**config.mk**
```make
export PLATFORM = sky130hd
export DESIGN_NAME = periph_reg_target
export DESIGN_NICKNAME = d
export VERILOG_FILES = /design/src/rtl/pulp_cluster_package.sv /design/src/rtl/periph_resp_timer.sv /design/src/rtl/periph_reg_target.sv
export SDC_FILE = /design/constraint.sdc
export NUM_CORES = 1
export LEC_CHECK = 0
export CORE_MARGIN = 5
export CORE_UTILIZATION = 50
export DETAILED_ROUTE_END_ITERATION = 6
export MAX_ROUTING_LAYER = met4
export PLACE_DENSITY = 0.79
export SETUP_SLACK_MARGIN = 0.05
export SLEW_MARGIN = 0
export SYNTH_ARGS = -nofsm -noshare
export SYNTH_HDL_FRONTEND = slang
export SYNTH_HIERARCHICAL = 1
export SYNTH_SLANG_ARGS = --single-unit
```
**constraint.sdc**
```tcl
create_clock -name clk_i -period 0.97 [get_ports clk_i]
set_input_delay 0.194 -clock clk_i [delete_from_list [all_inputs] [get_ports clk_i]]
set_output_delay 0.194 -clock clk_i [all_outputs]
set_load 0.05 [all_outputs]
```
**src/rtl/pulp_cluster_package.sv**
```systemverilog
// Shared cluster peripheral-bus definitions.
//   periph_resp_t   : response record {data, id, opc} used by targets and the crossbar
//   PERIPH_OPC_*    : response opcode values
//   tmr_state_e     : states of the response-latency timer
//   be_merge()      : byte-enable merge of new data over an old word
package pulp_cluster_package;

    localparam int unsigned PERIPH_ID_WIDTH = 9;
    localparam logic        PERIPH_OPC_OK   = 1'b0;
    localparam logic        PERIPH_OPC_ERR  = 1'b1;

    typedef struct packed {
        logic [31:0]                data;
        logic [PERIPH_ID_WIDTH-1:0] id;
        logic                       opc;
    } periph_resp_t;

    typedef enum logic [1:0] {
        TMR_IDLE = 2'd0,
        TMR_WAIT = 2'd1,
        TMR_RESP = 2'd2
    } tmr_state_e;

    // Bytes selected by be take new_v, the rest keep old_v.
    function automatic logic [31:0] be_merge(input logic [31:0] old_v,
                                             input logic [31:0] new_v,
                                             input logic [3:0]  be);
        logic [31:0] r;
        r = old_v;
        for (int b = 0; b < 4; b++) begin
            r[b*8 +: 8] = be[b] ? new_v[b*8 +: 8] : old_v[b*8 +: 8];
        end
        return r;
    endfunction

endpackage

```
**src/rtl/periph_resp_timer.sv**
```systemverilog
// Response-latency timer for periph_reg_target.
//   clk_i, rst_ni : clock, asynchronous active-low reset
//   start_i       : accepted request (handshake) this cycle
//   busy_o        : timer not idle (target must not grant)
//   fire_o        : last WAIT cycle; the response is presented on the next cycle
// With WAIT_CYCLES == 0 the timer never leaves IDLE.
module periph_resp_timer
    import pulp_cluster_package::*;
#(
    parameter int unsigned WAIT_CYCLES = 0
) (
    input  logic clk_i,
    input  logic rst_ni,
    input  logic start_i,
    output logic busy_o,
    output logic fire_o
);

    tmr_state_e  state_q, state_d;
    logic [3:0]  cnt_q, cnt_d;

    // Next-state, counter and output decode.
    always_comb begin
        state_d = state_q;
        cnt_d   = cnt_q;
        fire_o  = 1'b0;
        busy_o  = (state_q != TMR_IDLE);
        case (state_q)
            TMR_IDLE: begin
                if (start_i && (WAIT_CYCLES != 32'd0)) begin
                    state_d = TMR_WAIT;
                    cnt_d   = 4'(WAIT_CYCLES - 32'd1);
                end else begin
                    state_d = TMR_IDLE;
                end
            end
            TMR_WAIT: begin
                if (cnt_q == 4'd0) begin
                    state_d = TMR_RESP;
                    fire_o  = 1'b1;
                end else begin
                    cnt_d   = cnt_q - 4'd1;
                end
            end
            TMR_RESP: begin
                state_d = TMR_IDLE;
            end
            default: begin
                state_d = TMR_IDLE;
                cnt_d   = 4'd0;
            end
        endcase
    end

    // State and counter registers.
    always_ff @(posedge clk_i or negedge rst_ni) begin
        if (!rst_ni) begin
            state_q <= TMR_IDLE;
            cnt_q   <= 4'd0;
        end else begin
            state_q <= state_d;
            cnt_q   <= cnt_d;
        end
    end

endmodule

```
**src/rtl/periph_reg_target.sv**
```systemverilog
// Peripheral-bus register target: req/gnt front-end with a bank of NB_REGS
// 32-bit registers, one r_valid pulse per granted request (id echoed), and a
// hardware-side update port. With NB_REGS == 0 every access is an error.
//   bus request : req_i, add_i, wen_i (0 = write), wdata_i, be_i, id_i, gnt_o
//   response    : r_valid_o, r_rdata_o, r_opc_o (1 = error), r_id_o
//   host side   : regs_o (register bank), hw_we_i/hw_idx_i/hw_wdata_i
module periph_reg_target
    import pulp_cluster_package::*;
#(
    parameter int unsigned NB_REGS      = 8,
    parameter int unsigned ADDR_WIDTH   = 32,
    parameter int unsigned DATA_WIDTH   = 32,
    parameter int unsigned BE_WIDTH     = 4,
    parameter int unsigned ID_WIDTH     = 9,
    parameter int unsigned OFFSET_WIDTH = 10,
    parameter int unsigned WAIT_CYCLES  = 0,
    parameter logic [((NB_REGS > 0) ? NB_REGS : 1)-1:0] RO_MASK = '0
) (
    input  logic                                            clk_i,
    input  logic                                            rst_ni,
    input  logic                                            req_i,
    input  logic [ADDR_WIDTH-1:0]                           add_i,
    input  logic                                            wen_i,
    input  logic [DATA_WIDTH-1:0]                           wdata_i,
    input  logic [BE_WIDTH-1:0]                             be_i,
    input  logic [ID_WIDTH-1:0]                             id_i,
    output logic                                            gnt_o,
    output logic                                            r_valid_o,
    output logic [DATA_WIDTH-1:0]                           r_rdata_o,
    output logic                                            r_opc_o,
    output logic [ID_WIDTH-1:0]                             r_id_o,
    output logic [((NB_REGS > 0) ? NB_REGS : 1)*DATA_WIDTH-1:0] regs_o,
    input  logic                                            hw_we_i,
    input  logic [((NB_REGS > 1) ? $clog2(NB_REGS) : 1)-1:0] hw_idx_i,
    input  logic [DATA_WIDTH-1:0]                           hw_wdata_i
);

    // One storage slot is kept even for NB_REGS == 0; it can never be written.
    localparam int unsigned NR    = (NB_REGS > 0) ? NB_REGS : 1;
    localparam int unsigned IDX_W = OFFSET_WIDTH - 2;

    logic [NR-1:0][31:0] regs_q, regs_d;
    periph_resp_t        pend_q, pend_d;
    periph_resp_t        resp_q, resp_d;
    logic                r_valid_q, r_valid_d;

    logic                hs_s, gnt_s, busy_s, fire_s;
    logic [IDX_W-1:0]    idx_s;
    logic [NR-1:0]       sel_s;
    logic [31:0]         rd_data_s;
    logic                ro_hit_s, err_s, bus_wr_s, hw_ok_s;
    periph_resp_t        new_resp_s;
    logic                unused_addr_s;

    assign unused_addr_s = ^add_i[ADDR_WIDTH-1:OFFSET_WIDTH];

    periph_resp_timer #(
        .WAIT_CYCLES (WAIT_CYCLES)
    ) u_timer (
        .clk_i   (clk_i),
        .rst_ni  (rst_ni),
        .start_i (hs_s),
        .busy_o  (busy_s),
        .fire_o  (fire_s)
    );

    // Request decode, register update and response selection.
    always_comb begin
        gnt_s     = ~busy_s;
        hs_s      = req_i & gnt_s;
        idx_s     = add_i[OFFSET_WIDTH-1:2];
        rd_data_s = 32'h0000_0000;
        ro_hit_s  = 1'b0;
        for (int i = 0; i < int'(NR); i++) begin
            sel_s[i]  = (32'(idx_s) == 32'(i));
            rd_data_s = rd_data_s | (sel_s[i] ? regs_q[i] : 32'h0000_0000);
            ro_hit_s  = ro_hit_s | (sel_s[i] & RO_MASK[i]);
        end

        err_s = (add_i[1:0] != 2'b00) || (32'(idx_s) >= NB_REGS) ||
                (!wen_i && (ro_hit_s || (be_i == 4'b0000)));

        // Read data is taken from regs_q, i.e. before any same-edge update.
        new_resp_s.data = (wen_i && !err_s) ? rd_data_s : 32'h0000_0000;
        new_resp_s.id   = PERIPH_ID_WIDTH'(id_i);
        new_resp_s.opc  = err_s ? PERIPH_OPC_ERR : PERIPH_OPC_OK;

        // Hardware data first, then bus bytes on top: bus wins on enabled bytes.
        bus_wr_s = hs_s & ~wen_i & ~err_s;
        hw_ok_s  = hw_we_i && (32'(hw_idx_i) < NB_REGS);
        for (int i = 0; i < int'(NR); i++) begin
            regs_d[i] = (hw_ok_s && (32'(hw_idx_i) == 32'(i))) ? hw_wdata_i : regs_q[i];
            regs_d[i] = (bus_wr_s && sel_s[i]) ? be_merge(regs_d[i], wdata_i, be_i) : regs_d[i];
        end

        pend_d = hs_s ? new_resp_s : pend_q;
        if (WAIT_CYCLES == 32'd0) begin
            r_valid_d = hs_s;
            resp_d    = hs_s ? new_resp_s : resp_q;
        end else begin
            r_valid_d = fire_s;
            resp_d    = fire_s ? pend_q : resp_q;
        end
    end

    // Register bank, pending and presented response.
    always_ff @(posedge clk_i or negedge rst_ni) begin
        if (!rst_ni) begin
            regs_q    <= '0;
            pend_q    <= '0;
            resp_q    <= '0;
            r_valid_q <= 1'b0;
        end else begin
            regs_q    <= regs_d;
            pend_q    <= pend_d;
            resp_q    <= resp_d;
            r_valid_q <= r_valid_d;
        end
    end

    assign gnt_o     = gnt_s;
    assign r_valid_o = r_valid_q;
    assign r_rdata_o = resp_q.data;
    assign r_opc_o   = resp_q.opc;
    assign r_id_o    = ID_WIDTH'(resp_q.id);
    assign regs_o    = regs_q;

endmodule

```
==> metrics.csv, run 1 <==
stage,metric,value,unit
logic_synthesis,Syn Nets,1762,
clock_tree,Clock Sinks,299,
placement,I/O Buffers,393,
floorplan,Die H,188.8,um
logic_synthesis,Post-Synthesis Cells,1645,
logic_synthesis,synthesized area,15980,um^2
run_status,failing step,clock tree synthesis,
floorplan,Cell Rows,65,
floorplan,I/O pin cnt,417,
placement,HPWL after DPL,52820,um
clock_tree,Inserted Clock Buffers,35,
clock_tree,clock root cell,clkbuf_16,
floorplan,Die Wd,188.8,um
clock_tree,Post-CTS Hold Buffers,1,
placement,GP Congestion,0.9336,
logic_synthesis,synth warn,6,
clock_tree,H-tree depth,2,
clock_tree,CTS Buffer Depth,3,
run_status,status,stopped before the end,
floorplan,Starting Density,0.5064,
clock_tree,Post-CTS Setup Inserts,50,
run_status,first error,[ERROR DPL-0033] detailed placement checks failed during check placement.,
clock_tree,CTS resizes,679,
logic_synthesis,Syn Area/Cell,9.714,um^2
placement,dpl cells,2729,
through the flow:
stage          area, um^2  setup slack (ns)
3_3_place_gp        27150            -1.129
2_1_floorplan       16920           -0.4453
3_5_place_dp        27150            -1.347
==> inputs of run 2 (changes only) <==
--- a/config.mk
+++ b/config.mk
@@ -6,11 +6,9 @@
 export NUM_CORES = 1
 export LEC_CHECK = 0
 export CORE_MARGIN = 5
-export CORE_UTILIZATION = 50
+export CORE_UTILIZATION = 40
 export DETAILED_ROUTE_END_ITERATION = 6
-export MAX_ROUTING_LAYER = met4
-export PLACE_DENSITY = 0.79
-export SETUP_SLACK_MARGIN = 0.05
+export PLACE_DENSITY_LB_ADDON = 0.15
 export SLEW_MARGIN = 0
 export SYNTH_ARGS = -nofsm -noshare
 export SYNTH_HDL_FRONTEND = slang
==> run 2 against run 1 <==
  * The flow now finishes, with violations (design-rule violations, negative setup slack)
  * Area after synthesis is the same
  * Synthesized cell count did not move
==> metrics.csv, run 2 <==
stage,metric,value,unit,change
run_status,status,"finished, violations left",,was stopped before the end
run_status,violated checks,"design-rule violations, negative setup slack",,
route,DR WL/cell,30.97,um,
global_routing,vias in the first global route,19610,,
sta,final setup violating endpoints,588,,
logic_synthesis,synthesized area,15980,um^2,unchanged
global_routing,GRT Max-Usage Layer,met2,,
floorplan,Cell Rows,73,,was 65
sta,Final WS setup,-0.7933,ns,
layout,"commonest non-fill, non-tap cell in the layout",buf_12,,
route,1st-iter DRT viols,2687,,
layout,Area growth syn-to-layout,117.5,%,
layout,max FFs per register,256,,
floorplan,die area,44050,um^2,
sta,actual slew at the worst max-slew pin,0.7761,ns,
flow_run,MaxCap Viol Count,0,,
worst_setup_path,CP required,1.38,ns,
route,Initial DRT Pass Iterations,7,,
clock_tree,CTS tree,done,,
sta,final worst-path cycle share,1.818,,
pwr,Cell Int Power,43.46,mW,
layout,Final nets,2825,,
clock_tree,Clock Sinks,299,,unchanged
sta,endpoints failing hold,0,,
layout,layout cells sized above 1,0.5782,,
sta,RSZ-0062 raised after global routing,true,,
sta,Fmax achieved,567.1,MHz,
floorplan,Core Box Area,39640,um^2,
logic_synthesis,Syn Nets,1762,,unchanged
worst_setup_path,Setup crit end kind,register,,
pwr,Max VDD drop,1443,uV,
pwr,Logic pwr share,0.571,,
hold_path,worst hold path type,in2async,,
pwr,Clock Power Share,0.190,,
placement,DP Worst Slack,-1.251,ns,was -1.347 ns
clock_tree,Clock Latency Late Sink,0.53,ns,
worst_setup_path,"reg-to-reg slack, setup",-0.79,ns,
worst_setup_path,critical path class,reg2reg,,
route,drt total wl,101000,um,
worst_setup_path,CP max stage delay,0.53,ns,
clock_tree,Worst-path clk slew,0.07,ns,
logic_synthesis,synth warn,6,,unchanged
pwr,Sw Share,0.3891,,
route,via count,20860,,
route,remaining antenna violation count,0,,
layout,"commonest non-fill, non-tap cells in the layout","380 x buf_12, 369 x buf_4, 356 x mux2i_1, 316 x buf_6, 295 x dfrtp_1",,
floorplan,Starting Density,0.4031,,was 0.5064
worst_setup_path,CP Max Fanout,2,,
floorplan,Die H,209.9,um,was 188.8 um
route,drt drc,3,,
sta,Setup Skew,0.01556,ns,
route,routed vias/inst,6.395,,
worst_setup_path,Crit. Startpoint,regs_o[152],,
sta,"Slew Viols, Final",0,,
worst_setup_path,FF-to-FF Start,regs_o[152],,
worst_setup_path,worst-path cell chain,buf_4 > mux2i_1 > o22ai_1 > o21ai_1 > nand2_1,,
global_routing,largest net degree at the start of global routing,55,,
placement,HPWL after DPL,50940,um,"was 52,820 um"
clock_tree,Inserted Clock Buffers,35,,unchanged
worst_setup_path,CP Launch Type,register,,
placement,GP Congestion,0.8812,,was 0.9336
placement,I/O Buffers,393,,unchanged
sta,slew margin rel.,0.4810,,
pwr,NetSw,27.68,mW,
global_routing,first-pass GRT wire length,121900,um,
clock_tree,clock root cell,clkbuf_16,,unchanged
floorplan,I/O pin cnt,417,,unchanged
pwr,PD cells,2047,nW/um^2,
global_routing,total global routing overflow,0,,
worst_setup_path,Worst Path Arrival,2.17,ns,
global_routing,initial antenna violation count,4,,
placement,Area after DPL,27670,um^2,"was 27,150 um^2"
global_routing,Global Route met2 Usage,0.5770,,
global_routing,met3 usage,0.09462,,
worst_setup_path,critical path's slowest cell,mux2i_1,,
layout,post-route cell area,34760,um^2,
floorplan,Die Wd,209.9,um,was 188.8 um
logic_synthesis,Syn Area/Cell,9.714,um^2,unchanged
logic_synthesis,Post-Synthesis Cells,1645,,unchanged
sta,min Tclk post-route,1.763,ns,
clock_tree,CTS Buffer Depth,3,,unchanged
global_routing,met1 GRT Util,0.4407,,
clock_tree,H-tree depth,2,,unchanged
pwr,LEAKAGE,16.18,nW,
pwr,sequential power share,0.239,,
global_routing,all-layer global routing usage,0.3576,,
## run 2: path summary, 6_finish.rpt
path                                       to  depth (start not counted)
worst max-delay path            r_rdata_o[24]                          5
worst min-delay path              regs_o[190]                          2
worst max register to register  r_rdata_o[24]                          5
worst min register to register      r_id_o[5]                          2
max in group asynchronous          regs_o[20]                          3
min in group clk_i                  r_id_o[6]                          3
## run 2: cell type report
type	count	area [um^2]
repair buffers	1182	15500
multi-input cells	1188	9965
flip-flops and latches	299	7487
fillers	1530	4881
clock buffers	53	1066
well taps	525	656.9
clock inverters	7	60.06
diodes	5	12.51
inverters	2	7.507
## run 2: power by group through the flow
| stage | sequential [mW] | combinational, mW | clock, mW |
|---|---|---|---|
| 3_5_place_dp | 16.5 | 32.6 | 0 |
| 6_report | 17.0 | 40.6 | 13.5 |
| 3_3_place_gp | 16.3 | 32.2 | 0 |
| 4_1_cts | 16.4 | 35.5 | 13.2 |
| 5_1_grt | 17.2 | 41.4 | 13.8 |
| 2_1_floorplan | 25.3 | 4.89 | 0 |
## run 2: repair_timing
action                                  4_1_cts  5_1_grt
cloned                                       16        7
resized for setup                           527      322
endpoints found under the setup margin      597      587
hold endpoints to repair                    299        0
hold buffers                                  1        0
pin swaps                                    75       42
setup buffers                                99      206
## run 2: layer usage
metal	vias to the layer above	part of all wire
li1	8001	-
met1	10150	0.34
met2	1980	0.45
met3	720	0.12
met4	0	0.089
met5	-	0
## run 2: per-stage QoR
| step | TNS (ns) | hold slack, ns | util | cells | power, mW |
|---|---|---|---|---|---|
| after detailed placement | -326.88 | 0.1019 | 0.6981 | 2871 | 49.10 |
| after CTS | -152.49 | 0.1332 | 0.8023 | 3046 | 65.09 |
| after floorplan | -113.66 | -0.1016 | - | 1645 | 30.23 |
| final | -222.45 | 0.1497 | 0.8769 | 3261 | 71.14 |
| after global routing | -223.76 | 0.1890 | 0.8767 | 3259 | 72.43 |
| after global placement | -315.46 | 0.09640 | 0.6981 | 2871 | 48.51 |
## run 2: worst max-delay path: cells and delay by family, from the launching register on
kind	cells	cell delay, ns
compound gates	2	0.48
buf+inv	1	0.15
flops	1	0.41
mux	1	0.53
simple gates	1	0.07
No activity file was read; power rests on OpenSTA's default activity.
==> inputs of run 3 (changes only) <==
--- a/config.mk
+++ b/config.mk
@@ -5,6 +5,7 @@
 export SDC_FILE = /design/constraint.sdc
 export NUM_CORES = 1
 export LEC_CHECK = 0
+export CORE_ASPECT_RATIO = 1.5
 export CORE_MARGIN = 5
 export CORE_UTILIZATION = 40
 export DETAILED_ROUTE_END_ITERATION = 6
==> run 3 against run 2 <==
  * Final cell count decreased by 0.28%
  * Total power rose by 1.4%
  * First-iteration DRC count down 20%
  * Highest routed layer is now met5
  * Largest cell class unchanged
  * Clock power rose by 4%
  * Flip-flop and latch count is the same
  * Combinational power about the same
  * Sequential share of layout area is essentially flat
  * Die area rose by 0.19%
  * Critical endpoint is now regs_o[125]
  * The flow finishes with violations (negative setup slack)
  * Sequential power about the same
  * Cell area shrank 0.17%
  * Utilization is 0.34 points higher
  * Clock-buffer cell count down 19
==> metrics.csv, run 3 (same netlist as run 2, synthesis figures left out) <==
stage,metric,value,unit,change
layout,Final nets,2840,,"was 2,825"
sta,RSZ-0062 raised after global routing,true,,unchanged
worst_setup_path,CP Buf/Inv Count,2,,was 1
clock_tree,Clock Sinks,299,,unchanged
route,remaining antenna violation count,0,,unchanged
clock_tree,CTS Buffer Depth,3,,unchanged
worst_setup_path,CP top delay family,flip-flops,,was multiplexers
floorplan,Die H,254.8,um,was 209.9 um
layout,max FFs per register,256,,unchanged
run_status,status,"finished, violations left",,unchanged
worst_setup_path,Setup crit end kind,primary output,,was register
worst_setup_path,CP required,0.78,ns,was 1.38 ns
global_routing,initial antenna violation count,7,,was 4
worst_setup_path,Worst Path Arrival,1.36,ns,was 2.17 ns
worst_setup_path,worst-path cell chain,buf_6 > buf_12,,was buf_4 > mux2i_1 > o22ai_1 > o21ai_1 > nand2_1
floorplan,I/O pin cnt,417,,unchanged
placement,HPWL after DPL,51210,um,"was 50,940 um"
global_routing,Global Route met2 Usage,0.6193,,was 0.5770
placement,dpl cells,2856,,"was 2,871"
flow_run,MaxCap Viol Count,0,,unchanged
placement,DP Worst Slack,-1.254,ns,was -1.251 ns
placement,I/O Buffers,393,,unchanged
worst_setup_path,critical path class,reg2out,,was reg2reg
pwr,Max VDD drop,1745,uV,was 1443 uV
layout,final core utilization,0.8802,,was 0.8769
global_routing,met1 GRT Util,0.3988,,was 0.4407
route,via count,20530,,was 20.86k
route,drt total wl,98390,um,"was 101,000 um"
global_routing,all-layer global routing usage,0.3614,,was 0.3576
global_routing,met3 usage,0.08482,,was 0.09462
route,drt drc,0,,was 3
layout,"commonest non-fill, non-tap cell in the layout",buf_4,,was buf_12
layout,Area growth syn-to-layout,117.2,%,was 117.5%
sta,Setup Skew,0.01864,ns,was 0.01556 ns
clock_tree,H-tree depth,1,,was 2
floorplan,Starting Density,0.4054,,was 0.4031
sta,"Slew Viols, Final",0,,unchanged
layout,Final Non-Filler Cells,3252,,"was 3,261"
clock_tree,Inserted Clock Buffers,31,,was 35
global_routing,largest net degree at the start of global routing,62,,was 55
clock_tree,CTS tree,done,,unchanged
sta,final worst-path cycle share,1.600,,was 1.818
worst_setup_path,CP Max Fanout,2,,unchanged
worst_setup_path,CP Launch Type,register,,unchanged
floorplan,Die Wd,173.2,um,was 209.9 um
sta,Final WS setup,-0.5820,ns,was -0.7933 ns
worst_setup_path,CP max stage delay,0.45,ns,was 0.53 ns
pwr,PD cells,2079,nW/um^2,was 2047 nW/um^2
global_routing,vias in the first global route,20210,,was 19.61k
sta,final setup violating endpoints,583,,was 588
worst_setup_path,critical path's slowest cell,dfrtp_1,,was mux2i_1
clock_tree,Worst-path clk slew,0.07,ns,about the same
route,routed vias/inst,6.312,,was 6.395
pwr,LEAKAGE,16.08,nW,was 16.18 nW
layout,"commonest non-fill, non-tap cells in the layout","373 x buf_4, 359 x buf_6, 356 x buf_12, 330 x mux2i_1, 297 x dfrtp_1",,"was 380 x buf_12, 369 x buf_4, 356 x mux2i_1, 316 x buf_6, 295 x dfrtp_1"
global_routing,GRT Max-Usage Layer,met2,,unchanged
sta,min Tclk post-route,1.552,ns,was 1.763 ns
global_routing,total global routing overflow,0,,unchanged
route,Initial DRT Pass Iterations,6,,was 7
sta,slew margin rel.,0.5516,,was 0.4810
sta,setup TNS,-197.05,ns,was -222.45 ns
clock_tree,Clock Latency Late Sink,0.60,ns,was 0.53 ns
global_routing,first-pass GRT wire length,122900,um,"was 121,900 um"
floorplan,Core Box Area,39420,um^2,"was 39,640 um^2"
run_status,violated checks,negative setup slack,,"was design-rule violations, negative setup slack"
sta,endpoints failing hold,0,,unchanged
floorplan,die area,44130,um^2,"was 44,050 um^2"
floorplan,Cell Rows,89,,was 73
placement,GP Congestion,0.9188,,was 0.8812
clock_tree,clock root cell,clkbuf_16,,unchanged
hold_path,worst hold path type,in2async,,unchanged
route,1st-iter DRT viols,2156,,"was 2,687"
route,DR WL/cell,30.25,um,was 30.97 um
pwr,Overall Power,72.13,mW,was 71.14 mW
layout,layout cells sized above 1,0.5781,,was 0.5782
sta,actual slew at the worst max-slew pin,0.6705,ns,was 0.7761 ns
sta,Fmax achieved,644.3,MHz,was 567.1 MHz
## run 3: changes by cell type in the layout (fill, tap and decap cells not counted), sizes merged
cell / change
clkdlybuf4s15: +1
buf: +22
clkbuf: -24
clkinvlp: +3
inv: +1
dlygate4sd2: +1
clkinv: +2
bufinv: +8
diode: +2
## run 3: through the flow
| step | instance area (um^2) | hold WS [ns] |
|---|---|---|
| 5_1_grt | 34690 | 0.04056 |
| 4_1_cts | 32440 | 0.01132 |
| 3_3_place_gp | 27580 | 0.03273 |
| 3_5_place_dp | 27580 | 0.03221 |
| 2_1_floorplan | 16920 | -0.1016 |
| 6_report | 34700 | 0.01306 |
## run 3: final cells by class
type | count | area (um^2)
antenna | 7 | 17.52
clock buffer | 34 | 807.0
clock inverter | 21 | 349.1
fill | 1515 | 4721
inverter | 2 | 7.507
multi-input combinational | 1188 | 10030
sequential | 299 | 7485
tap | 500 | 625.6
timing repair buffer | 1201 | 15380
## run 3: power by group
part	switching, mW	internal, mW
combinational	19.8	21.1
sequential	2.22	14.9
clock	5.71	8.38
total	27.7	44.4
## run 3: what timing repair did
action | in CTS | in global routing
setup endpoints to repair | 588 | 582
buffers inserted | 193 | 156
hold endpoints to repair | 299 | 0
gates cloned | 17 | 1
resized for setup | 586 | 306
hold buffers | 1 | 0
pin swaps | 99 | 108
## run 3: worst paths after layout
kind	from	end	cells after the start	slack, ns
max	regs_o[125]	regs_o[125]	2	-0.58
min	rst_ni	regs_o[147]	2	0.01
max reg2reg	regs_o[121]	r_rdata_o[25]	5	-0.49
min reg2reg	r_id_o[5]	r_id_o[5]	2	0.55
max in group asynchronous	rst_ni	r_rdata_o[23]	4	0.28
min in group clk_i	id_i[8]	r_id_o[8]	3	0.14
## run 3: routing by layer
metal  wire length, um  vias up
li1                  -     8012
met1             32100    10050
met2             46760     1744
met3              9668      715
met4              9845        2
met5                 7        -
## run 3: worst reg2reg max path, cell delays in order (launching register included)
cell and delay [ns]:
dfrtp_1 0.41, buf_4 0.14, mux2i_1 0.31, o22ai_1 0.21, o21ai_1 0.19, nand2_1 0.08
